File: src/rtl/sd_cmd_phy_pkg.sv
// Shared definitions for the SD host stack: CMD PHY state encodings, frame sizes,
// response-length codes and the CRC7 step function.
package sd_host_stack_defines;

  typedef enum logic [2:0] {
    ST_IDLE,
    ST_TX,
    ST_NCC,
    ST_TURN,
    ST_WAIT,
    ST_RX,
    ST_DONE
  } phy_state_t;

  localparam logic [6:0] CRC7_POLY           = 7'h09;
  localparam logic [7:0] CMD_FRAME_LEN       = 8'd48;
  localparam logic [7:0] SHORT_RSP_FRAME_LEN = 8'd48;
  localparam logic [7:0] LONG_RSP_FRAME_LEN  = 8'd136;
  localparam logic [7:0] TURNAROUND_BITS     = 8'd2;
  localparam logic [7:0] NCC_BITS            = 8'd8;

  localparam logic [7:0] RSP_LEN_NONE  = 8'd0;
  localparam logic [7:0] RSP_LEN_SHORT = 8'd40;
  localparam logic [7:0] RSP_LEN_LONG  = 8'd136;

  // CRC7 plus end bit that follow the payload of every frame
  localparam logic [7:0] FRAME_TRAILER_BITS = CMD_FRAME_LEN - RSP_LEN_SHORT;

  function automatic logic [6:0] crc7_step(input logic [6:0] crc, input logic din);
    crc7_step = {crc[5:0], 1'b0} ^ ({7{din ^ crc[6]}} & CRC7_POLY);
  endfunction

endpackage

File: src/rtl/sd_crc7.sv
// Serial CRC7 (x^7+x^3+1), MSB-first; clear has priority over enable.
module sd_crc7
  import sd_host_stack_defines::*;
(
  input  logic       clk,
  input  logic       rst,
  input  logic       clr,
  input  logic       en,
  input  logic       din,
  output logic [6:0] crc
);

  always_ff @(posedge clk or posedge rst) begin
    if (rst)
      crc <= '0;
    else if (clr)
      crc <= '0;
    else if (en)
      crc <= crc7_step(crc, din);
  end

endmodule

File: src/rtl/sd_cmd_phy.sv
// SD CMD line PHY: sends a 48-bit command frame, optionally receives a 48/136-bit response.
// Build option SD_CMD_PHY_RSP_CRC_EN adds the receive CRC7 check to o_crc_bad.
module sd_cmd_phy
  import sd_host_stack_defines::*;
(
  input  logic         clk,
  input  logic         rst,
  input  logic         i_bit_stb,
  input  logic         i_cmd_en,
  input  logic [39:0]  i_cmd,
  input  logic [7:0]   i_cmd_len,
  input  logic [7:0]   i_rsp_len,
  input  logic [15:0]  i_timeout,
  output logic         o_rsp_finished_en,
  output logic [135:0] o_rsp,
  output logic         o_crc_bad,
  output logic         o_timeout,
  output logic         o_sd_cmd_dir,
  output logic         o_sd_cmd,
  input  logic         i_sd_cmd
);

  phy_state_t     state;
  logic [7:0]     bit_cnt;
  logic [15:0]    wait_cnt;
  logic [39:0]    tx_sr;
  logic [135:0]   rx_sr;
  logic [7:0]     cmd_len_q;
  logic [7:0]     rsp_len_q;
  logic [15:0]    timeout_q;

  logic [6:0]     crc;
  logic           crc_clr;
  logic           crc_en;
  logic           crc_din;

  logic           rsp_long;
  logic [7:0]     rx_last;
  logic [7:0]     tx_last;
  logic [2:0]     crc_pos;
  logic [15:0]    wait_next;
  logic           start_seen;
  logic           rx_bad;

  assign rsp_long   = (rsp_len_q == RSP_LEN_LONG);
  assign rx_last    = (rsp_long ? LONG_RSP_FRAME_LEN : SHORT_RSP_FRAME_LEN) - 8'd1;
  assign tx_last    = cmd_len_q + FRAME_TRAILER_BITS - 8'd1;
  assign crc_pos    = 3'(bit_cnt - cmd_len_q);
  assign wait_next  = (&wait_cnt) ? wait_cnt : wait_cnt + 16'd1;
  assign start_seen = (state == ST_WAIT) && i_bit_stb && !i_sd_cmd;

`ifdef SD_CMD_PHY_RSP_CRC_EN
  logic [7:0] rx_pos;
  logic       rx_in_crc;

  // Long responses exclude their 8 header bits from the CRC; the start bit of a
  // short response is 0 and so contributes nothing after the clear.
  assign rx_pos    = rx_last - bit_cnt;
  assign rx_in_crc = (rx_pos >= FRAME_TRAILER_BITS) &&
                     (rx_pos < LONG_RSP_FRAME_LEN - FRAME_TRAILER_BITS);
  assign rx_bad    = (crc != rx_sr[6:0]) || !i_sd_cmd;
`else
  assign rx_bad    = !i_sd_cmd;
`endif

  always_comb begin
    crc_clr = (state == ST_IDLE) && i_cmd_en;
    crc_en  = (state == ST_TX) && i_cmd_en && i_bit_stb && (bit_cnt < cmd_len_q);
    crc_din = tx_sr[39];
`ifdef SD_CMD_PHY_RSP_CRC_EN
    if (start_seen)
      crc_clr = 1'b1;
    if ((state == ST_RX) && i_cmd_en && i_bit_stb && rx_in_crc) begin
      crc_en  = 1'b1;
      crc_din = i_sd_cmd;
    end
`endif
  end

  sd_crc7 u_crc (
    .clk (clk),
    .rst (rst),
    .clr (crc_clr),
    .en  (crc_en),
    .din (crc_din),
    .crc (crc)
  );

  always_ff @(posedge clk or posedge rst) begin
    if (rst) begin
      state             <= ST_IDLE;
      bit_cnt           <= '0;
      wait_cnt          <= '0;
      tx_sr             <= '0;
      rx_sr             <= '0;
      cmd_len_q         <= '0;
      rsp_len_q         <= '0;
      timeout_q         <= '0;
      o_rsp             <= '0;
      o_rsp_finished_en <= 1'b0;
      o_crc_bad         <= 1'b0;
      o_timeout         <= 1'b0;
      o_sd_cmd_dir      <= 1'b0;
      o_sd_cmd          <= 1'b1;
    end else if (!i_cmd_en) begin
      state             <= ST_IDLE;
      o_rsp_finished_en <= 1'b0;
      o_sd_cmd_dir      <= 1'b0;
      o_sd_cmd          <= 1'b1;
    end else begin
      case (state)
        ST_IDLE: begin
          tx_sr     <= i_cmd;
          cmd_len_q <= i_cmd_len;
          rsp_len_q <= i_rsp_len;
          timeout_q <= i_timeout;
          rx_sr     <= '0;
          bit_cnt   <= '0;
          wait_cnt  <= '0;
          o_rsp     <= '0;
          o_crc_bad <= 1'b0;
          o_timeout <= 1'b0;
          state     <= ST_TX;
        end
        ST_TX: if (i_bit_stb) begin
          o_sd_cmd_dir <= 1'b1;
          if (bit_cnt < cmd_len_q) begin
            o_sd_cmd <= tx_sr[39];
            tx_sr    <= {tx_sr[38:0], 1'b0};
          end else if (bit_cnt < tx_last) begin
            o_sd_cmd <= crc[3'd6 - crc_pos];
          end else begin
            o_sd_cmd <= 1'b1;
          end
          if (bit_cnt == tx_last) begin
            bit_cnt <= '0;
            state   <= (rsp_len_q == RSP_LEN_NONE) ? ST_NCC : ST_TURN;
          end else begin
            bit_cnt <= bit_cnt + 8'd1;
          end
        end
        ST_NCC: if (i_bit_stb) begin
          o_sd_cmd <= 1'b1;
          if (bit_cnt == NCC_BITS - 8'd1) begin
            o_rsp_finished_en <= 1'b1;
            state             <= ST_DONE;
          end else begin
            bit_cnt <= bit_cnt + 8'd1;
          end
        end
        ST_TURN: if (i_bit_stb) begin
          o_sd_cmd_dir <= 1'b0;
          o_sd_cmd     <= 1'b1;
          if (bit_cnt == TURNAROUND_BITS - 8'd1) begin
            bit_cnt <= '0;
            state   <= ST_WAIT;
          end else begin
            bit_cnt <= bit_cnt + 8'd1;
          end
        end
        ST_WAIT: if (i_bit_stb) begin
          // A start bit beats a timeout landing on the same strobe
          if (start_seen) begin
            rx_sr   <= {rx_sr[134:0], 1'b0};
            bit_cnt <= 8'd1;
            state   <= ST_RX;
          end else begin
            wait_cnt <= wait_next;
            if ((timeout_q != '0) && (wait_next == timeout_q)) begin
              o_timeout         <= 1'b1;
              o_rsp_finished_en <= 1'b1;
              state             <= ST_DONE;
            end
          end
        end
        ST_RX: if (i_bit_stb) begin
          rx_sr <= {rx_sr[134:0], i_sd_cmd};
          if (bit_cnt == rx_last) begin
            o_rsp             <= rsp_long ? {rx_sr[134:0], i_sd_cmd} : {96'd0, rx_sr[46:7]};
            o_crc_bad         <= rx_bad;
            o_rsp_finished_en <= 1'b1;
            state             <= ST_DONE;
          end else begin
            bit_cnt <= bit_cnt + 8'd1;
          end
        end
        ST_DONE: if (i_bit_stb) begin
          o_sd_cmd_dir <= 1'b0;
        end
        default: state <= ST_IDLE;
      endcase
    end
  end

endmodule

File: config.mk
export PLATFORM = sky130hd
export DESIGN_NAME = sd_cmd_phy
export DESIGN_NICKNAME = d
export VERILOG_FILES = /design/src/rtl/sd_cmd_phy_pkg.sv /design/src/rtl/sd_crc7.sv /design/src/rtl/sd_cmd_phy.sv
export SDC_FILE = /design/constraint.sdc
export NUM_CORES = 1
export LEC_CHECK = 0
export CORE_ASPECT_RATIO = 1.75
export CORE_MARGIN = 4
export CORE_UTILIZATION = 50
export DETAILED_ROUTE_END_ITERATION = 7
export PLACE_DENSITY = 0.78
export SYNTH_ARGS = -nofsm -noshare
export SYNTH_HDL_FRONTEND = slang
export SYNTH_SLANG_ARGS = --single-unit
export TNS_END_PERCENT = 20
File: constraint.sdc
create_clock -name clk -period 17 [get_ports clk]
set_input_delay 3.4 -clock clk [delete_from_list [all_inputs] [get_ports clk]]
set_output_delay 3.4 -clock clk [all_outputs]
set_load 0.01 [all_outputs]
==> implementation parameters, run 1 <==
Parameter                              Value

Run status
  Status    complete, no violations

Synth
  Mux cell area share after synthesis    2.88%
  Synthesis-stage register bit count    between 300 and 400
  Fraction of post-synthesis cell area in the top cell type by area    a little over half
  Post-synth EDFFs    0
  Ranking of synthesized cells by area    sky130_fd_sc_hd__dfrtp_1 (55%), sky130_fd_sc_hd__nand2_1 (14%), sky130_fd_sc_hd__nand3_1 (4.7%), sky130_fd_sc_hd__o21ai_0 (4.3%), sky130_fd_sc_hd__clkbuf_1 (2.7%)
  Mean Syn Cell Area    8.99 sq um
  Main combinational cell family by area after synthesis    simple AND/OR/NAND/NOR gates
  Summed instance area of the synthesized netlist    between 15000 and 20000 sq um
  Cells after Synth    1944
  Number of unique standard cell types used by synthesis    68
  Xor and xnor fraction of the mapped netlist area    under 10%
  Synth Area in Adders    between 1.5 and 2%
  Register area share after synthesis    a little over half
  Largest area contributor in the synthesized netlist    sky130_fd_sc_hd__dfrtp_1
  Count of synthesis-stage warnings from yosys    0
  Area fraction in compound gates after synthesis    between 10% and 20%
  Share of flip-flops with an asynchronous set or reset after synthesis    between 90% and 100%
  Number of nets produced by synthesis    a little over 2000
  Synth Area in Simple Gates    ~23%
  Commonest register cell after synthesis    sky130_fd_sc_hd__dfrtp_1

Pwr
  Static Leakage    0.00985 uW
  Worst IR drop on VDD    approximately 110 uV
  Power Dens Cells    130 nW/um^2

Setup path
  Timing endpoint of the critical path    o_rsp[114]
  Kind of critical path    input port to flop
  Reg-to-reg slack, setup    approximately 13 ns
  Worst setup path startpoint    i_bit_stb
  CP endpoint kind    flop
  Data required time at the worst endpoint    17.35 ns
  End of the worst register-to-register path    o_rsp[114]
  CP startpoint kind    input port
  Startpoint of the lowest-slack register-to-register path    rsp_len_q[2]
  Data arrival time of the critical path    approximately 6.4 ns
  Count of cells along the worst register-to-register path    8
  Critical Path Fanout Max    113

CTS
  Root Buffer Master    sky130_fd_sc_hd__clkbuf_16
  Post-CTS setup buffer count    0
  CTS tree    built
  Depth of the CTS H-tree    2
  Buffer levels on the longest clock path    3
  Clock tree sinks    382
  Clock-pin slew reported for the worst setup and hold paths after clock tree synthesis    0.06 ns
  Worst skew pair latency    ~0.53 ns
  Resize count post-CTS    0
  TritonCTS Buffers    36
  Hold-fix buffers, CTS    0

Drt
  Average detailed-routed wire length per instance    ~17 um
  Length of the first detailed-routing pass in iterations    6
  Remaining routing DRC violations    0
  Initial DRC Count    slightly above 1000
  Total wirelength of the detailed-routed design    roughly 44000 um
  Antenna Nets Post-Route    0
  Via total after detailed routing    about 14000
  Post-DR vias/cell    about 5.6

GRT
  Global-route wire length before repair    about 72000 um
  Remaining global-route overflow    0
  Number of global-route vias before repair    around 14000
  Initial antenna violation count    0
  Pin count of the biggest net entering global routing    approximately 110
  Total global routing track utilization    between 20% and 30%

Floorplanning
  Number of primary I/O pins    between 200 and 250
  Floorplan row count    90
  Initial standard-cell utilization of the core    between 50% and 60%
  Die Footprint    approximately 38000 sq um
  Vertical die dimension    around 260 um
  Core area    between 30000 and 40000 sq um
  Horizontal die dimension    ~150 um

Timing
  Peak Freq    166 MHz
  Fin. Hold Viols    0
  Clock Skew    between 0.015 and 0.02 ns
  Max transition margin    between 15 and 20%
  Setup violation total in the final timing report    0
  Final critical path time including I/O delays and setup    6.02 ns
  Final Slew Violations    0
  Setup repair after global routing missed its margin    false
  Period Utilization, post-route    35.4%
  Final sum of negative setup slack    0 ns
  Actual slew at the worst max-slew pin    between 1 and 1.5 ns

Final layout
  Fraction of layout cells with a size suffix above 1    under 10%
  Total inserted antenna cells    0
  Layout overhead on the synthesized area    20.9%
  Final std cell area, no fill    around 21000 sq um
  Final nets    about 2200

Worst hold path
  Min-delay worst type    flop to flop

Placed design
  DPL Wire Length    roughly 29000 um
  Placer Congestion    a little under 0.9
  Cell area after placement    around 20000 sq um
  Count of buffers inserted at the top-level ports    approximately 220

Job
  Reported max-cap violation count    0
-- cells in the mapped netlist (4+ instances only) --
cell type / instances
sky130_fd_sc_hd__o31ai_1: 54
sky130_fd_sc_hd__ha_1: 23
sky130_fd_sc_hd__mux2i_1: 47
sky130_fd_sc_hd__and3_1: 8
sky130_fd_sc_hd__xnor2_1: 27
sky130_fd_sc_hd__nand4_1: 9
sky130_fd_sc_hd__buf_1: 6
sky130_fd_sc_hd__buf_2: 4
sky130_fd_sc_hd__o211ai_1: 7
sky130_fd_sc_hd__a21oi_1: 26
sky130_fd_sc_hd__a31oi_1: 5
sky130_fd_sc_hd__nor2b_1: 9
sky130_fd_sc_hd__dfrtp_1: 381
sky130_fd_sc_hd__nand2b_1: 5
sky130_fd_sc_hd__nand2_1: 672
sky130_fd_sc_hd__a22oi_1: 39
sky130_fd_sc_hd__nor4_1: 8
sky130_fd_sc_hd__o22ai_1: 40
sky130_fd_sc_hd__nor3_1: 9
sky130_fd_sc_hd__o21ai_0: 150
sky130_fd_sc_hd__o2111ai_1: 4
sky130_fd_sc_hd__clkbuf_1: 126
sky130_fd_sc_hd__nand3_1: 165
sky130_fd_sc_hd__nor2_1: 26
sky130_fd_sc_hd__inv_1: 29
sky130_fd_sc_hd__xor2_1: 5
-- flip-flops by register name (all words and copies together), names as in the netlist, 3 cells and up --
name	cells
state	3
o_rsp	136
rsp_len_q	8
tx_sr	40
cmd_len_q	8
timeout_q	16
bit_cnt	8
wait_cnt	16
rx_sr	135
u_crc.crc	7
-- worst min path at each step --
| stage | cells past startpoint | endpoint | start |
|---|---|---|---|
| after floorplan | 2 | rx_sr[134] | rx_sr[134] |
| after global placement | 2 | rx_sr[134] | rx_sr[134] |
| after detailed placement | 2 | rx_sr[134] | rx_sr[134] |
| after CTS | 2 | rx_sr[134] | rx_sr[134] |
| after global routing | 2 | o_rsp[5] | o_rsp[5] |
| final | 2 | rx_sr[134] | rx_sr[134] |
-- metrics by stage --
stage / hold WS [ns] / worst slack, ns / util [%] / cells / total power (uW)
after floorplan: 0.439 / 2.99 / - / 1944 / 1680
after global placement: 0.456 / 10.56 / 57.6 / 2495 / 1850
after detailed placement: 0.460 / 10.49 / 57.6 / 2495 / 1880
after CTS: 0.474 / 10.98 / 61.4 / 2558 / 2770
after global routing: 0.497 / 10.69 / 61.4 / 2558 / 2910
final: 0.471 / 10.98 / 61.4 / 2558 / 2740
-- kinds of logic (layout without fill, tap and decap cells) --
group | count (synthesis) | in the layout
buf+inv | 175 | 329
flops | 382 | 382
compound gates | 346 | 346
mux | 49 | 49
xor+xnor | 33 | 33
simple gates | 936 | 936
fa+ha+maj | 23 | 23
-- worst max-delay path, stage by stage --
cell	delay, ns
sky130_fd_sc_hd__clkdlybuf4s50_1	0.56
sky130_fd_sc_hd__and4_1	0.29
sky130_fd_sc_hd__o21ai_4	0.91
sky130_fd_sc_hd__buf_4	0.85
sky130_fd_sc_hd__o21ai_0	0.27
-- per-layer routing --
metal | GRT usage [%] | part of all wire [%] | vias to the layer above
met3 | 3.10 | 4.6 | 95
met2 | 41.9 | 54 | 429
met5 | 0 | 0 | -
met4 | 9.19 | 3.9 | 0
li1 | - | - | 6846
met1 | 26.9 | 37 | 7042
-- cells in the final DEF (no fill, tap or decap), types with 4 or more instances in the layout --
master	synthesis	final
sky130_fd_sc_hd__clkdlybuf4s50_1	0	217
sky130_fd_sc_hd__dfrtp_1	381	380
sky130_fd_sc_hd__mux2i_1	47	47
sky130_fd_sc_hd__a21oi_1	26	25
sky130_fd_sc_hd__inv_1	29	28
sky130_fd_sc_hd__xor2_1	5	5
sky130_fd_sc_hd__o211ai_1	7	7
sky130_fd_sc_hd__clkbuf_1	126	7
sky130_fd_sc_hd__o31ai_1	54	54
sky130_fd_sc_hd__o2111ai_1	4	4
sky130_fd_sc_hd__and3_1	8	8
sky130_fd_sc_hd__nor2b_1	9	8
sky130_fd_sc_hd__nor2_1	26	22
sky130_fd_sc_hd__a31oi_1	5	5
sky130_fd_sc_hd__clkbuf_16	0	38
sky130_fd_sc_hd__nand3_1	165	163
sky130_fd_sc_hd__clkbuf_8	3	4
sky130_fd_sc_hd__nand4_1	9	9
sky130_fd_sc_hd__nor3_1	9	9
sky130_fd_sc_hd__nand2b_1	5	4
sky130_fd_sc_hd__o21ai_0	150	150
sky130_fd_sc_hd__ha_1	23	23
sky130_fd_sc_hd__a22oi_1	39	39
sky130_fd_sc_hd__nor4_1	8	8
sky130_fd_sc_hd__xnor2_1	27	27
sky130_fd_sc_hd__o22ai_1	40	40
sky130_fd_sc_hd__buf_4	3	20
sky130_fd_sc_hd__bufinv_16	0	7
sky130_fd_sc_hd__nand2_1	672	672
-- where the power goes --
group	internal (uW)	total [uW]	leakage, uW	switching, uW
clock network	534	880	0.000631	346
registers	1000	1100	0.00521	98.0
logic	239	759	0.00401	520
-- cell type report --
| class | count | area (sq um) |
|---|---|---|
| Clock inverter | 14 | 267 |
| Multi-Input combinational cell | 1387 | 7260 |
| Fill cell | 2912 | 13300 |
| Tap cell | 460 | 576 |
| Sequential cell | 382 | 9560 |
| Timing Repair Buffer | 237 | 2320 |
| Clock buffer | 49 | 1030 |
| Inverter | 29 | 116 |
Power figures use the tool's default switching activity.
==> run 2: changes to the inputs <==
- clock period: 17 -> 5.84 ns (I/O delays scaled with it)
==> run 2 against run 1 <==
Sequential share of layout area is 0.10 points higher. Non-clock buffer count is 2 lower. Flip-flop and latch count did not move. Register-to-register slack got worse by 11 ns. Critical path type is now flop to flop. Clock power increased to 2.8 times the previous value. Setup slack got worse by 8.9 ns. Core utilization fell by 0.14 points. First-iteration DRC count is 0.89% higher. Die area stayed put. Total power grew to 2.9 times the previous value. Via count fell by 0.20%.
==> implementation parameters, run 2 (synthesized netlist as in run 1, its figures left out) <==
Parameter                              Value

CTS
  Hold-fix buffers, CTS    0
  CTS tree    built
  TritonCTS Buffers    36
  Clock tree sinks    ~380
  Worst skew pair latency    around 0.53 ns
  Depth of the CTS H-tree    2
  Post-CTS setup buffer count    0
  Clock-pin slew reported for the worst setup and hold paths after clock tree synthesis    about 0.080 ns
  Buffer levels on the longest clock path    3
  Root Buffer Master    sky130_fd_sc_hd__clkbuf_16
  Resize count post-CTS    0

Timing
  Clock Skew    ~0.016 ns
  Period Utilization, post-route    between 60% and 70%
  Setup violation total in the final timing report    0
  Final worst slack    between 2 and 2.5 ns
  Actual slew at the worst max-slew pin    1.24 ns
  Final critical path time including I/O delays and setup    roughly 3.7 ns
  Final sum of negative setup slack    0 ns
  Smallest hold slack    0.476 ns
  Peak Freq    about 270 MHz
  Max transition margin    between 10% and 20%
  Final Slew Violations    0
  Setup repair after global routing missed its margin    false
  Fin. Hold Viols    0

Worst hold path
  Start point of the worst hold path    o_rsp[54]
  Worst Hold Depth    2
  Min-delay worst type    flop to flop

Setup path
  Path length in cells of the critical path    8
  Data required time at the worst endpoint    between 6 and 7 ns
  Kind of critical path    flop to flop
  CP startpoint kind    flop
  CP endpoint kind    flop
  Cell breakdown of the critical path    nor4_1, nand4_1, buf_4, mux2i_1, and4_1, o21ai_4, buf_12, o31ai_1
  Crit path buffers/inverters    2
  Critical Path Fanout Max    274
  Worst setup path startpoint    rsp_len_q[2]
  Startpoint of the lowest-slack register-to-register path    rsp_len_q[2]
  Family with the most delay on the worst path    simple AND/OR/NAND/NOR gates
  Slowest-stage cell, CP    sky130_fd_sc_hd__nor4_1
  Data arrival time of the critical path    4.09 ns
  Crit path largest cell delay    about 0.79 ns
  Count of cells along the worst register-to-register path    8
  Reg-to-reg slack, setup    2.10 ns

Pwr
  Total power    ~7900 uW
  Combinational share of power    between 20% and 30%
  Net switching power    roughly 2800 uW
  Worst IR drop on VDD    approximately 430 uV
  Power Dens Cells    374 nW/um^2
  Cell internal power dissipation    slightly above 5000 uW
  Relative contribution of the clock network to total power    a little under a third
  Static Leakage    approximately 0.0098 uW
  Switching power as a share of total power    approximately 36%
  Sequential Power Share    ~40%

Final layout
  Final nets    2171
  Fraction of layout cells with a size suffix above 1    5.11%
  Filler cells    slightly below 3000
  Multi-input logic area    between 7000 and 8000 sq um
  Top flop regs    o_rsp: 136 flops, rx_sr: 135 flops, tx_sr: 40 flops
  Max FFs per register    approximately 140
  Layout overhead on the synthesized area    20.6%
  Most frequent cells in the layout    sky130_fd_sc_hd__nand2_1 (672), sky130_fd_sc_hd__dfrtp_1 (380), sky130_fd_sc_hd__clkdlybuf4s50_1 (217)
  Most common cell after layout, fill and taps aside    sky130_fd_sc_hd__nand2_1
  FF+latch area    ~9600 sq um
  Most flop-heavy register    o_rsp
  Total inserted antenna cells    0

Drt
  Post-DR vias/cell    ~5.6
  Average detailed-routed wire length per instance    ~17 um
  Total wirelength of the detailed-routed design    44000 um
  Length of the first detailed-routing pass in iterations    5
  Via total after detailed routing    approximately 14000
  Antenna Nets Post-Route    0
  Initial DRC Count    1016
  Remaining routing DRC violations    0

Placed design
  Post-Place Worst Slack    between 1.5 and 2 ns
  Count of buffers inserted at the top-level ports    217
  DPL Wire Length    a little under 30000 um
  Placer Congestion    between 0.9 and 1

Floorplanning
  Initial standard-cell utilization of the core    around half
  Number of primary I/O pins    between 200 and 250
  Vertical die dimension    255 um
  Horizontal die dimension    149 um
  Core area    34500 sq um
  Die Footprint    38100 sq um
  Floorplan row count    90

GRT
  Global-route wire length before repair    roughly 72000 um
  Global routing usage on met2    41.0%
  Total global routing track utilization    ~23%
  Met1 Resource Use GR    26.4%
  Initial antenna violation count    0
  Layer with the highest usage    met2
  Pin count of the biggest net entering global routing    approximately 280
  GR met3 Demand/Resource    under 10%
  Remaining global-route overflow    0
  Number of global-route vias before repair    between 10000 and 15000

Run status
  Status    complete, no violations

Job
  Reported max-cap violation count    0
run 2: path summary, 6_finish.rpt:
| kind | endpoint |
|---|---|
| hold reg to reg | o_rsp[54] |
| setup / recovery | o_rsp[13] |
| min in group asynchronous | o_rsp[45] |
| max in group asynchronous | o_rsp[108] |
| setup reg to reg | o_rsp[13] |
| hold / removal | o_rsp[54] |
run 2: metrics by stage:
| step | std cells | cell area (sq um) | utilization [%] |
|---|---|---|---|
| finish | 2555 | 21100 | 61.2 |
| global route | 2555 | 21100 | 61.2 |
| CTS | 2555 | 21100 | 61.2 |
| detailed placement | 2493 | 19900 | 57.6 |
| global placement | 2493 | 19900 | 57.6 |
| floorplan | 1944 | 17500 | - |
run 2: tightest hold or removal path: stages (launching register included):
cell and delay [ns]:
sky130_fd_sc_hd__dfrtp_1 0.34, sky130_fd_sc_hd__nand2_1 0.05, sky130_fd_sc_hd__o21ai_0 0.06
run 2: cell type report:
| cell class | instances | area share [%] |
|---|---|---|
| clock inverters | 13 | 0.801 |
| multi-input cells | 1387 | 34.4 |
| repair buffers | 235 | 11.1 |
| inverters | 29 | 0.534 |
| well taps | 460 | 2.73 |
| clock buffers | 49 | 5.04 |
| flip-flops and latches | 382 | 45.3 |
run 2: metal layers:
layer	share of wire [%]	wire, um
met1	37	16300
met3	4.6	2040
met5	0	0
met2	53	23400
met4	5.1	2250
run 2: power by group through the flow:
stage | Combinational [uW] | Sequential (uW) | Clock [uW]
6_report | 2230 | 3220 | 2440
5_1_grt | 2500 | 3250 | 2600
4_1_cts | 2250 | 3210 | 2500
3_5_place_dp | 2240 | 3260 | 0
3_3_place_gp | 2180 | 3250 | 0
2_1_floorplan | 1760 | 3130 | 0
